--- src/rtl/mult_block_buffer_pkg.sv ---
// mult_buf_pkg: shared types and helpers for the multiply block buffer.
//   state_t        - controller states (IDLE, FILL, DRAIN, FULL, READ)
//   map_block_len  - converts the block_len port encoding into an entry count
package mult_buf_pkg;

   typedef enum logic [2:0] {
      IDLE  = 3'd0,
      FILL  = 3'd1,
      DRAIN = 3'd2,
      FULL  = 3'd3,
      READ  = 3'd4
   } state_t;

   // A block length of zero encodes the full memory depth.
   function automatic logic [31:0] map_block_len(input logic [31:0] len,
                                                 input int unsigned logdepth);
      logic [31:0] n_v;
      if (len == 32'd0) begin
         n_v = 32'd1 << logdepth;
      end else begin
         n_v = len;
      end
      return n_v;
   endfunction

endpackage

--- src/rtl/mult_pipe.sv ---
// mult_pipe: MULT_LAT-stage signed/unsigned multiplier carrying a valid bit
// and a memory address alongside each product.
//   clk, rst (async, active-low)
//   in_valid, in_a, in_b, signed_mode, in_addr : operand side
//   out_valid, out_addr, out_val               : registered write side
module mult_pipe
   import mult_buf_pkg::*;
#(
   parameter int IN_WIDTH = 16,
   parameter int WIDTH    = 32,
   parameter int LOGDEPTH = 6,
   parameter int MULT_LAT = 2
) (
   input  logic                clk,
   input  logic                rst,
   input  logic                in_valid,
   input  logic [IN_WIDTH-1:0] in_a,
   input  logic [IN_WIDTH-1:0] in_b,
   input  logic                signed_mode,
   input  logic [LOGDEPTH-1:0] in_addr,
   output logic                out_valid,
   output logic [LOGDEPTH-1:0] out_addr,
   output logic [WIDTH-1:0]    out_val
);

   localparam int EXT_W = WIDTH - IN_WIDTH;

   generate
      if (MULT_LAT < 1) begin : g_lat_chk
         $error("mult_pipe: MULT_LAT must be at least 1");
      end
   endgenerate

   logic [WIDTH-1:0]    a_ext_s;
   logic [WIDTH-1:0]    b_ext_s;
   logic [WIDTH-1:0]    prod_s;
   logic                vld_r  [MULT_LAT];
   logic [LOGDEPTH-1:0] addr_r [MULT_LAT];
   logic [WIDTH-1:0]    val_r  [MULT_LAT];

   // Extend operands to the product width; the low WIDTH bits of the
   // extended product are exact because WIDTH >= 2*IN_WIDTH.
   always_comb begin
      if (signed_mode) begin
         a_ext_s = {{EXT_W{in_a[IN_WIDTH-1]}}, in_a};
         b_ext_s = {{EXT_W{in_b[IN_WIDTH-1]}}, in_b};
      end else begin
         a_ext_s = {{EXT_W{1'b0}}, in_a};
         b_ext_s = {{EXT_W{1'b0}}, in_b};
      end
      prod_s = a_ext_s * b_ext_s;
   end

   // Shift pipeline; data stages only load behind a valid bit.
   always_ff @(posedge clk or negedge rst) begin
      if (!rst) begin
         for (int i = 0; i < MULT_LAT; i++) begin
            vld_r[i]  <= 1'b0;
            addr_r[i] <= '0;
            val_r[i]  <= '0;
         end
      end else begin
         vld_r[0] <= in_valid;
         if (in_valid) begin
            addr_r[0] <= in_addr;
            val_r[0]  <= prod_s;
         end
         for (int i = 1; i < MULT_LAT; i++) begin
            vld_r[i] <= vld_r[i-1];
            if (vld_r[i-1]) begin
               addr_r[i] <= addr_r[i-1];
               val_r[i]  <= val_r[i-1];
            end
         end
      end
   end

   assign out_valid = vld_r[MULT_LAT-1];
   assign out_addr  = addr_r[MULT_LAT-1];
   assign out_val   = val_r[MULT_LAT-1];

endmodule

--- src/rtl/mult_block_buffer.sv ---
// mult_block_buffer: accepts a block of N operand pairs, writes their
// products to an external memory at addresses 0..N-1, then streams the
// block back out of the memory on request.
//   clk, rst (async, active-low)
//   EN_mult, mult_input0/1, signed_mode, block_len, RDY_mult : operand side
//   EN_writeMem, writeMem_addr, writeMem_val                 : memory write
//   EN_blockRead, EN_readMem, readMem_addr, readMem_val      : memory read
//   VALID_memVal, memVal_data, memVal_last                   : read stream
module mult_block_buffer
   import mult_buf_pkg::*;
#(
   parameter int IN_WIDTH = 16,
   parameter int WIDTH    = 32,
   parameter int LOGDEPTH = 6,
   parameter int MULT_LAT = 2
) (
   input  logic                clk,
   input  logic                rst,
   input  logic                EN_mult,
   input  logic [IN_WIDTH-1:0] mult_input0,
   input  logic [IN_WIDTH-1:0] mult_input1,
   input  logic                signed_mode,
   input  logic [LOGDEPTH:0]   block_len,
   output logic                RDY_mult,
   output logic                EN_writeMem,
   output logic [LOGDEPTH-1:0] writeMem_addr,
   output logic [WIDTH-1:0]    writeMem_val,
   input  logic                EN_blockRead,
   output logic                EN_readMem,
   output logic [LOGDEPTH-1:0] readMem_addr,
   input  logic [WIDTH-1:0]    readMem_val,
   output logic                VALID_memVal,
   output logic [WIDTH-1:0]    memVal_data,
   output logic                memVal_last
);

   localparam int CNT_W = LOGDEPTH + 1;

   generate
      if (WIDTH < 2 * IN_WIDTH) begin : g_width_chk
         $error("mult_block_buffer: WIDTH must be >= 2*IN_WIDTH");
      end
   endgenerate

   state_t              state_r;
   logic [CNT_W-1:0]    n_r;
   logic [CNT_W-1:0]    acc_cnt_r;
   logic [CNT_W-1:0]    rd_cnt_r;
   logic                mode_r;
   logic                accept_s;
   logic                mode_s;
   logic [CNT_W-1:0]    n_in_s;
   logic [LOGDEPTH-1:0] last_addr_s;
   logic [LOGDEPTH-1:0] wr_addr_s;

   // Ready decode, operand acceptance and per-block parameter selection.
   // The first operand of a block uses the live mode; later ones the latched.
   always_comb begin
      case (state_r)
         IDLE:    RDY_mult = 1'b1;
         FILL:    RDY_mult = (acc_cnt_r < n_r);
         default: RDY_mult = 1'b0;
      endcase
      accept_s = EN_mult && RDY_mult;
      if (state_r == IDLE) begin
         mode_s = signed_mode;
      end else begin
         mode_s = mode_r;
      end
      n_in_s      = CNT_W'(map_block_len(32'(block_len), LOGDEPTH));
      last_addr_s = LOGDEPTH'(n_r - CNT_W'(1));
      wr_addr_s   = LOGDEPTH'(acc_cnt_r);
   end

   mult_pipe #(
      .IN_WIDTH (IN_WIDTH),
      .WIDTH    (WIDTH),
      .LOGDEPTH (LOGDEPTH),
      .MULT_LAT (MULT_LAT)
   ) u_mult_pipe (
      .clk         (clk),
      .rst         (rst),
      .in_valid    (accept_s),
      .in_a        (mult_input0),
      .in_b        (mult_input1),
      .signed_mode (mode_s),
      .in_addr     (wr_addr_s),
      .out_valid   (EN_writeMem),
      .out_addr    (writeMem_addr),
      .out_val     (writeMem_val)
   );

   assign memVal_data = readMem_val;

   // Block controller with registered read-side outputs. The valid beat
   // trails each read enable by one cycle to match the memory latency.
   always_ff @(posedge clk or negedge rst) begin
      if (!rst) begin
         state_r      <= IDLE;
         n_r          <= '0;
         acc_cnt_r    <= '0;
         rd_cnt_r     <= '0;
         mode_r       <= 1'b0;
         EN_readMem   <= 1'b0;
         readMem_addr <= '0;
         VALID_memVal <= 1'b0;
         memVal_last  <= 1'b0;
      end else begin
         EN_readMem   <= 1'b0;
         VALID_memVal <= EN_readMem;
         memVal_last  <= EN_readMem && (readMem_addr == last_addr_s);
         case (state_r)
            IDLE: begin
               if (accept_s) begin
                  n_r       <= n_in_s;
                  mode_r    <= signed_mode;
                  acc_cnt_r <= CNT_W'(1);
                  state_r   <= (n_in_s == CNT_W'(1)) ? DRAIN : FILL;
               end
            end
            FILL: begin
               if (accept_s) begin
                  acc_cnt_r <= acc_cnt_r + CNT_W'(1);
                  if (acc_cnt_r + CNT_W'(1) == n_r) begin
                     state_r <= DRAIN;
                  end
               end
            end
            DRAIN: begin
               // Writes leave the pipe in address order, so the last
               // address marks the end of the block.
               if (EN_writeMem && (writeMem_addr == last_addr_s)) begin
                  state_r <= FULL;
               end
            end
            FULL: begin
               if (EN_blockRead) begin
                  rd_cnt_r <= '0;
                  state_r  <= READ;
               end
            end
            READ: begin
               if (EN_blockRead && (rd_cnt_r < n_r)) begin
                  EN_readMem   <= 1'b1;
                  readMem_addr <= LOGDEPTH'(rd_cnt_r);
                  rd_cnt_r     <= rd_cnt_r + CNT_W'(1);
               end
               if (memVal_last) begin
                  acc_cnt_r <= '0;
                  rd_cnt_r  <= '0;
                  state_r   <= IDLE;
               end
            end
            default: begin
               state_r <= IDLE;
            end
         endcase
      end
   end

endmodule

--- config.mk ---
export PLATFORM = sky130hd
export DESIGN_NAME = mult_block_buffer
export DESIGN_NICKNAME = d
export VERILOG_FILES = /design/src/rtl/mult_block_buffer_pkg.sv /design/src/rtl/mult_pipe.sv /design/src/rtl/mult_block_buffer.sv
export SDC_FILE = /design/constraint.sdc
export NUM_CORES = 1
export LEC_CHECK = 0
export BUFFER_PORTS_ARGS = -buffer_cell sky130_fd_sc_hd__buf_4
export CORE_MARGIN = 4
export CORE_UTILIZATION = 30
export DETAILED_ROUTE_END_ITERATION = 12
export GPL_ROUTABILITY_DRIVEN = 1
export PLACE_DENSITY = 0.43
export SLEW_MARGIN = 20
export SYNTH_ARGS = -nofsm -noshare
export SYNTH_HDL_FRONTEND = slang
export SYNTH_SLANG_ARGS = --single-unit
--- constraint.sdc ---
create_clock -name clk -period 16.5 [get_ports clk]
set_clock_uncertainty 0.05 [all_clocks]
set_input_delay 1.65 -clock clk [delete_from_list [all_inputs] [get_ports clk]]
set_output_delay 1.65 -clock clk [all_outputs]
set_load 0.005 [all_outputs]
==> flow_metrics.py, run 1 <==
metrics = {
    "run_status": {
        "status": "completed",
    },
    "synthesis": {
        "yosys.area_share.xor_xnor_pct": 4.67,
        "synth_top_family_by_area": "adder cells",
        "seq_area_frac_synth_pct": 15.3,
        "synthArstFlopShare_pct": 100,
        "muxShareOfSynthArea_pct": 3.62,
        "synth_edf_count": 0,
        "synth_compound_area_share_pct": 5.91,
        "synth.net_count": 2449,
        "syn_area_um2": 18400,
        "synth-simple-area-share_pct": 12.0,
        "yosysWarnings": 0,
        "netlist_instances": 1895,
        "synth_cell_type_count": 61,
        "synthFlopType": "dfrtp_1",
        "synthAdderAreaFrac_pct": 46.2,
        "synth.avg_cell_area_um2": 9.69,
        "ys_seq_elements": 112,
    },
    "timing": {
        "final.setup.tns_ns": 0,
        "clock.fmax_mhz": 102,
        "slew_violations": 0,
        "timing.final.crit_share_pct": 59.7,
        "hold_viol": 0,
        "rsz0062_at_grt": "no",
        "finalSetupViolations": 0,
        "period_needed_ns": 9.85,
        "worst_slack_ns": 6.65,
        "tightest_slew_ns": 0.972,
        "relSlewSlack_pct": 35.0,
    },
    "place": {
        "place_ws_ns": 6.24,
        "gp_congestion": 0.819,
        "portBuffers": 92,
        "dpl.hpwl_mm": 40.2,
    },
    "finish": {
        "multi_input_area_um2": 13300,
        "drive_above_1_share_pct": 10.5,
        "antenna_cells": 0,
        "mostFrequentLayoutCell": "inv_1",
        "fin_nets": 2418,
        "nFillCells": 6241,
        "seq_area_um2": 2800,
        "layout_common_cells": "393 x inv_1, 333 x fa_1, 215 x nand2_1, 145 x ha_1, 130 x and2_1",
        "area_growth_pct": 6.66,
    },
    "route": {
        "drt-total-wl_mm": 48.1,
        "final_antenna_net_count": 0,
        "drc": 0,
        "wire_per_inst_um": 18.1,
        "vias": 12000,
        "viasPerCell": 4.51,
        "first_pass_iters": 4,
        "drt-initial-drc-count": 477,
    },
    "floorplanning": {
        "initial_utilization_pct": 30.4,
        "core-area_um2": 60500,
        "rows": 90,
        "die_x_um": 255,
        "dieHeight_um": 255,
        "dieArea_um2": 65200,
        "io_pins": 157,
    },
    "clock_network": {
        "clock_path_buffers": 2,
        "clockRootBuffer": "clkbuf_16",
        "ctsResizeCount": 0,
        "cts-hold-fix-buffers": 0,
        "clk_latency_ns": 0.36,
        "clk_pin_slew_ns": 0.08,
        "cts.sinks": 112,
        "post_cts_buffers": 0,
        "h-tree-depth": 3,
        "cts_tree": "done",
        "cts-buffers-inserted": 9,
    },
    "worst_setup_path": {
        "start_kind": "input port",
        "crit_required_ns": 16.70,
        "endpoint_kind": "flip-flop",
        "cp_max_fo": 15,
        "critPathKind": "in2reg",
        "worstPathArrival_ns": 10.05,
        "r2r_setup_slack_ns": 7.31,
    },
    "global_routing": {
        "grt_max_degree": 68,
        "grt_overflow_total": 0,
        "grt.total_usage_pct": 15.1,
        "antenna_found_initial": 0,
        "grt_pass1_vias": 13200,
        "grt_pass1_wl_mm": 77.9,
    },
    "worst_hold_path": {
        "min_path_type": "reg2reg",
    },
    "run": {
        "maxCapViolations": 0,
    },
}
## routing by layer
layer / wire (um) / vias up / track usage (%)
li1: - / 5611 / -
met1: 24000 / 6120 / 22.2
met2: 22100 / 198 / 24.7
met3: 1410 / 28 / 1.33
met4: 597 / 0 / 2.74
met5: 0 / - / 0
## registers in the layout, summed over array words and instances, names as in the netlist, 3 cells and up
register	count
u_mult_pipe.out_addr	6
u_mult_pipe.out_val	32
acc_cnt_r	7
u_mult_pipe.addr_r	6
n_r	7
state_r	3
rd_cnt_r	7
readMem_addr	6
u_mult_pipe.val_r	32
## per-stage QoR
step / hold slack (ns) / cell area (um2) / utilization [%] / cells
after detailed placement: 0.416 / 19300 / 31.9 / 2635
final: 0.427 / 19600 / 32.4 / 2651
after global routing: 0.463 / 19600 / 32.4 / 2651
after global placement: 0.393 / 19300 / 31.9 / 2635
after CTS: 0.434 / 19600 / 32.4 / 2651
after floorplan: 0.320 / 18400 / - / 1895
## worst max-delay path, stage by stage
cell	delay, ns
buf_4	0.09
or4b_4	0.51
and2_4	0.19
nor2b_1	0.75
and2_1	0.27
inv_1	0.07
fa_1	0.52
fa_1	0.53
inv_1	0.08
fa_1	0.62
inv_1	0.24
fa_1	0.53
inv_1	0.05
fa_1	0.47
fa_1	0.57
fa_1	0.44
fa_1	0.47
ha_1	0.36
and4_1	0.27
nand2_1	0.10
inv_1	0.06
a221oi_1	0.34
o22ai_1	0.14
a21oi_1	0.21
a21oi_1	0.11
xnor2_1	0.13
mux2_2	0.27
## cell usage after synthesis, types with 5 or more instances
master / number / area (um2)
or2_2: 5 / 31.3
nor3_1: 10 / 50.1
and3_1: 6 / 37.5
a21oi_1: 37 / 185
and2_1: 130 / 813
xor2_1: 26 / 228
nand3_1: 7 / 35.0
nand2b_1: 12 / 75.1
clkbuf_1: 62 / 233
a21o_1: 22 / 165
buf_4: 71 / 533
nand2_1: 215 / 807
nor2_1: 32 / 120
fa_1: 333 / 6670
dfrtp_1: 112 / 2800
mux2_2: 59 / 664
o21ai_0: 68 / 340
ha_1: 145 / 1810
nor2b_1: 8 / 50.1
inv_1: 393 / 1480
a211oi_1: 8 / 60.1
xnor2_1: 65 / 569
## area by class of cell
cell class | instances | share of cell area (%)
multi-input combinational | 1251 | 67.9
sequential | 112 | 14.3
inverter | 394 | 7.55
tap | 782 | 5.00
timing repair buffer | 96 | 3.68
clock buffer | 9 | 1.15
clock inverter | 7 | 0.371
## logic make-up (layout without fill, tap and decap cells)
| group | count (synthesis) | count (layout) |
|---|---|---|
| AO/OA/AOI/OAI | 173 | 173 |
| buffers and inverters | 532 | 506 |
| adder cells (fa/ha/maj) | 478 | 478 |
| multiplexers | 59 | 59 |
| AND/OR/NAND/NOR | 447 | 447 |
| flip-flops | 112 | 112 |
| XOR/XNOR | 94 | 94 |
## final timing paths
check / endpoint / start / depth (start not counted)
max in group asynchronous: u_mult_pipe.addr_r[8] / rst / 2
max reg2reg: u_mult_pipe.val_r[63] / state_r[2] / 26
min in group asynchronous: u_mult_pipe.out_val[1] / rst / 1
min reg2reg: u_mult_pipe.val_r[54] / u_mult_pipe.val_r[54] / 2
max: u_mult_pipe.val_r[63] / signed_mode / 27
min: u_mult_pipe.val_r[54] / u_mult_pipe.val_r[54] / 2
Power of run 1 is not shown: default switching activity piles up to over one toggle a cycle in this logic, so the estimate is an artifact.
==> run 2: changes to the inputs <==
--- a/config.mk
+++ b/config.mk
@@ -5,6 +5,7 @@
 export SDC_FILE = /design/constraint.sdc
 export NUM_CORES = 1
 export LEC_CHECK = 0
+export ABC_AREA = 1
 export BUFFER_PORTS_ARGS = -buffer_cell sky130_fd_sc_hd__buf_4
 export CORE_MARGIN = 4
 export CORE_UTILIZATION = 30
==> constraint.sdc (replaced) <==
create_clock -name clk -period 9.46 [get_ports clk]
set_clock_uncertainty 0.05 [all_clocks]
set_input_delay 0.946 -clock clk [delete_from_list [all_inputs] [get_ports clk]]
set_output_delay 0.946 -clock clk [all_outputs]
set_load 0.005 [all_outputs]
==> flow_metrics.py, run 2 <==
metrics = {
    "run_status": {
        "status": "completed",
    },
    "worst_setup_path": {
        "reg2reg_depth": 28,
        "worstPathArrival_ns": 8.35,
        "slowest_stage": "nor4_1",
        "crit_required_ns": 9.66,
        "critPathKind": "in2reg",
        "cpMostUsedCell": "fa_1",
        "cp_max_fo": 24,
        "endpoint_kind": "flip-flop",
        "start_kind": "input port",
        "critical-path-max-stage-delay_ns": 0.70,
    },
    "synthesis": {
        "syn_area_um2": 19000,
        "ys_seq_elements": 112,
        "yosysMostFrequentCell": "inv_1",
        "synth_edf_count": 0,
        "seq_area_frac_synth_pct": 14.7,
        "synth_cell_type_count": 47,
        "synth.net_count": 2837,
        "netlist_instances": 2283,
        "yosys.area.top_type": "fa_1",
        "synth.avg_cell_area_um2": 8.34,
        "synth_area_leaders": "fa_1 35%, dfrtp_1 15%, inv_1 12%",
        "synthArstFlopShare_pct": 100,
        "yosysWarnings": 0,
        "synth_top_area_share_pct": 35.0,
        "yosys-top-cells-count": "592 x inv_1, 482 x nand2_1, 333 x fa_1",
        "synthFlopType": "dfrtp_1",
    },
    "global_routing": {
        "grt_use_met1_pct": 23.1,
        "grt_max_degree": 68,
        "grt.total_usage_pct": 15.9,
        "top_usage_layer": "met2",
        "antenna_found_initial": 0,
        "grt_pass1_wl_mm": 84.5,
        "grt_pass1_vias": 15100,
        "met3_usage_pct": 1.35,
        "met2_usage_pct": 26.0,
        "grt_overflow_total": 0,
    },
    "clock_network": {
        "post_cts_buffers": 0,
        "ctsResizeCount": 0,
        "clock_path_buffers": 2,
        "h-tree-depth": 3,
        "cts_tree": "done",
        "cts.sinks": 112,
        "clk_pin_slew_ns": 0.08,
        "clk_latency_ns": 0.36,
        "clockRootBuffer": "clkbuf_16",
        "cts-hold-fix-buffers": 0,
        "cts-buffers-inserted": 9,
    },
    "timing": {
        "finalSetupViolations": 0,
        "clock.fmax_mhz": 123,
        "slew_violations": 0,
        "relSlewSlack_pct": 36.2,
        "rsz0062_at_grt": "no",
        "final.setup.tns_ns": 0,
        "timing.final.crit_share_pct": 86.1,
        "period_needed_ns": 8.15,
        "hold_viol": 0,
        "tightest_slew_ns": 0.957,
    },
    "finish": {
        "mostFrequentLayoutCell": "inv_1",
        "area_growth_pct": 6.39,
        "fin_nets": 2792,
        "drive_above_1_share_pct": 8.02,
        "antenna_cells": 0,
        "layout_common_cells": "592 x inv_1, 482 x nand2_1, 333 x fa_1, 145 x ha_1, 111 x dfrtp_1",
    },
    "place": {
        "dpl.hpwl_mm": 43.7,
        "portBuffers": 92,
        "gp_congestion": 0.871,
    },
    "route": {
        "first_pass_iters": 5,
        "viasPerCell": 4.41,
        "wire_per_inst_um": 16.8,
        "drt-total-wl_mm": 51.9,
        "final_antenna_net_count": 0,
        "drc": 0,
        "vias": 13600,
        "drt-initial-drc-count": 687,
    },
    "floorplanning": {
        "dieHeight_um": 260,
        "rows": 92,
        "initial_utilization_pct": 30.2,
        "die_x_um": 260,
        "dieArea_um2": 67600,
        "io_pins": 157,
        "core-area_um2": 63000,
    },
    "worst_hold_path": {
        "min_path_type": "reg2reg",
        "holdPathStages": 0,
    },
    "run": {
        "maxCapViolations": 0,
    },
}
==> run 2: cell types whose count changed in the layout (fill, tap and decap cells not counted), sizes merged, moves of 8 or more <==
cell / change
nand2: +275
inv: +202
and2: -133
nor2: +58
nand3: +55
xnor2: -44
mux2: -26
nand4: +22
a21oi: +18
a21o: -15
nand2b: -12
a31oi: +9
nor2b: -8
o21ai: +8
==> run 2: worst max-delay path, delay by kind of cell <==
family	cells	cell delay, ns
AOI/OAI and AO/OA	1	0.17
adders and majority gates	9	4.29
buffers and inverters	6	0.39
and+or+nand+nor	12	2.53
==> run 2: final cells by class <==
| class | instances | area (um2) |
|---|---|---|
| sequential | 112 | 2800 |
| timing repair buffer | 96 | 721 |
| inverter | 597 | 2240 |
| clock inverter | 6 | 73.8 |
| clock buffer | 10 | 239 |
| fill | 6644 | 42700 |
| tap | 846 | 1060 |
| multi-input combinational | 1422 | 13100 |
==> run 2: worst paths after layout <==
kind	from	slack, ns	endpoint
worst max-delay path	signed_mode	1.31	u_mult_pipe.val_r[58]
worst min-delay path	EN_readMem	0.36	VALID_memVal
worst max register to register	state_r[1]	1.33	u_mult_pipe.val_r[58]
worst min register to register	EN_readMem	0.36	VALID_memVal
max in group asynchronous	rst	7.49	u_mult_pipe.vld_r[1]
min in group asynchronous	rst	0.54	u_mult_pipe.out_val[6]
==> run 2: cell families (layout without fill, tap and decap cells) <==
group / count (synthesis) / after routing / synth area share, %
AO/OA/AOI/OAI: 166 / 166 / 4.87
XOR/XNOR: 53 / 53 / 2.44
multiplexers: 33 / 33 / 1.95
adder cells (fa/ha/maj): 478 / 478 / 44.5
flip-flops: 112 / 112 / 14.7
buffers and inverters: 749 / 709 / 16.4
AND/OR/NAND/NOR: 692 / 692 / 15.1
==> run 2: stage by stage <==
| step | util [%] | setup WS, ns | area, um2 | std cells | hold WS [ns] |
|---|---|---|---|---|---|
| after global routing | 32.2 | 0.817 | 20300 | 3089 | 0.395 |
| after global placement | 31.7 | 0.875 | 19900 | 3073 | 0.347 |
| after detailed placement | 31.7 | 0.887 | 19900 | 3073 | 0.355 |
| after floorplan | - | 2.08 | 19000 | 2283 | 0.302 |
| final | 32.2 | 1.31 | 20300 | 3089 | 0.363 |
| after CTS | 32.2 | 1.27 | 20300 | 3089 | 0.372 |
==> run 2: layer usage <==
metal / wire [um] / vias up
li1: - / 6560
met1: 25600 / 6774
met2: 23700 / 242
met3: 1800 / 43
met4: 852 / 0
met5: 0 / -
Power of run 2 is left out for the same reason.
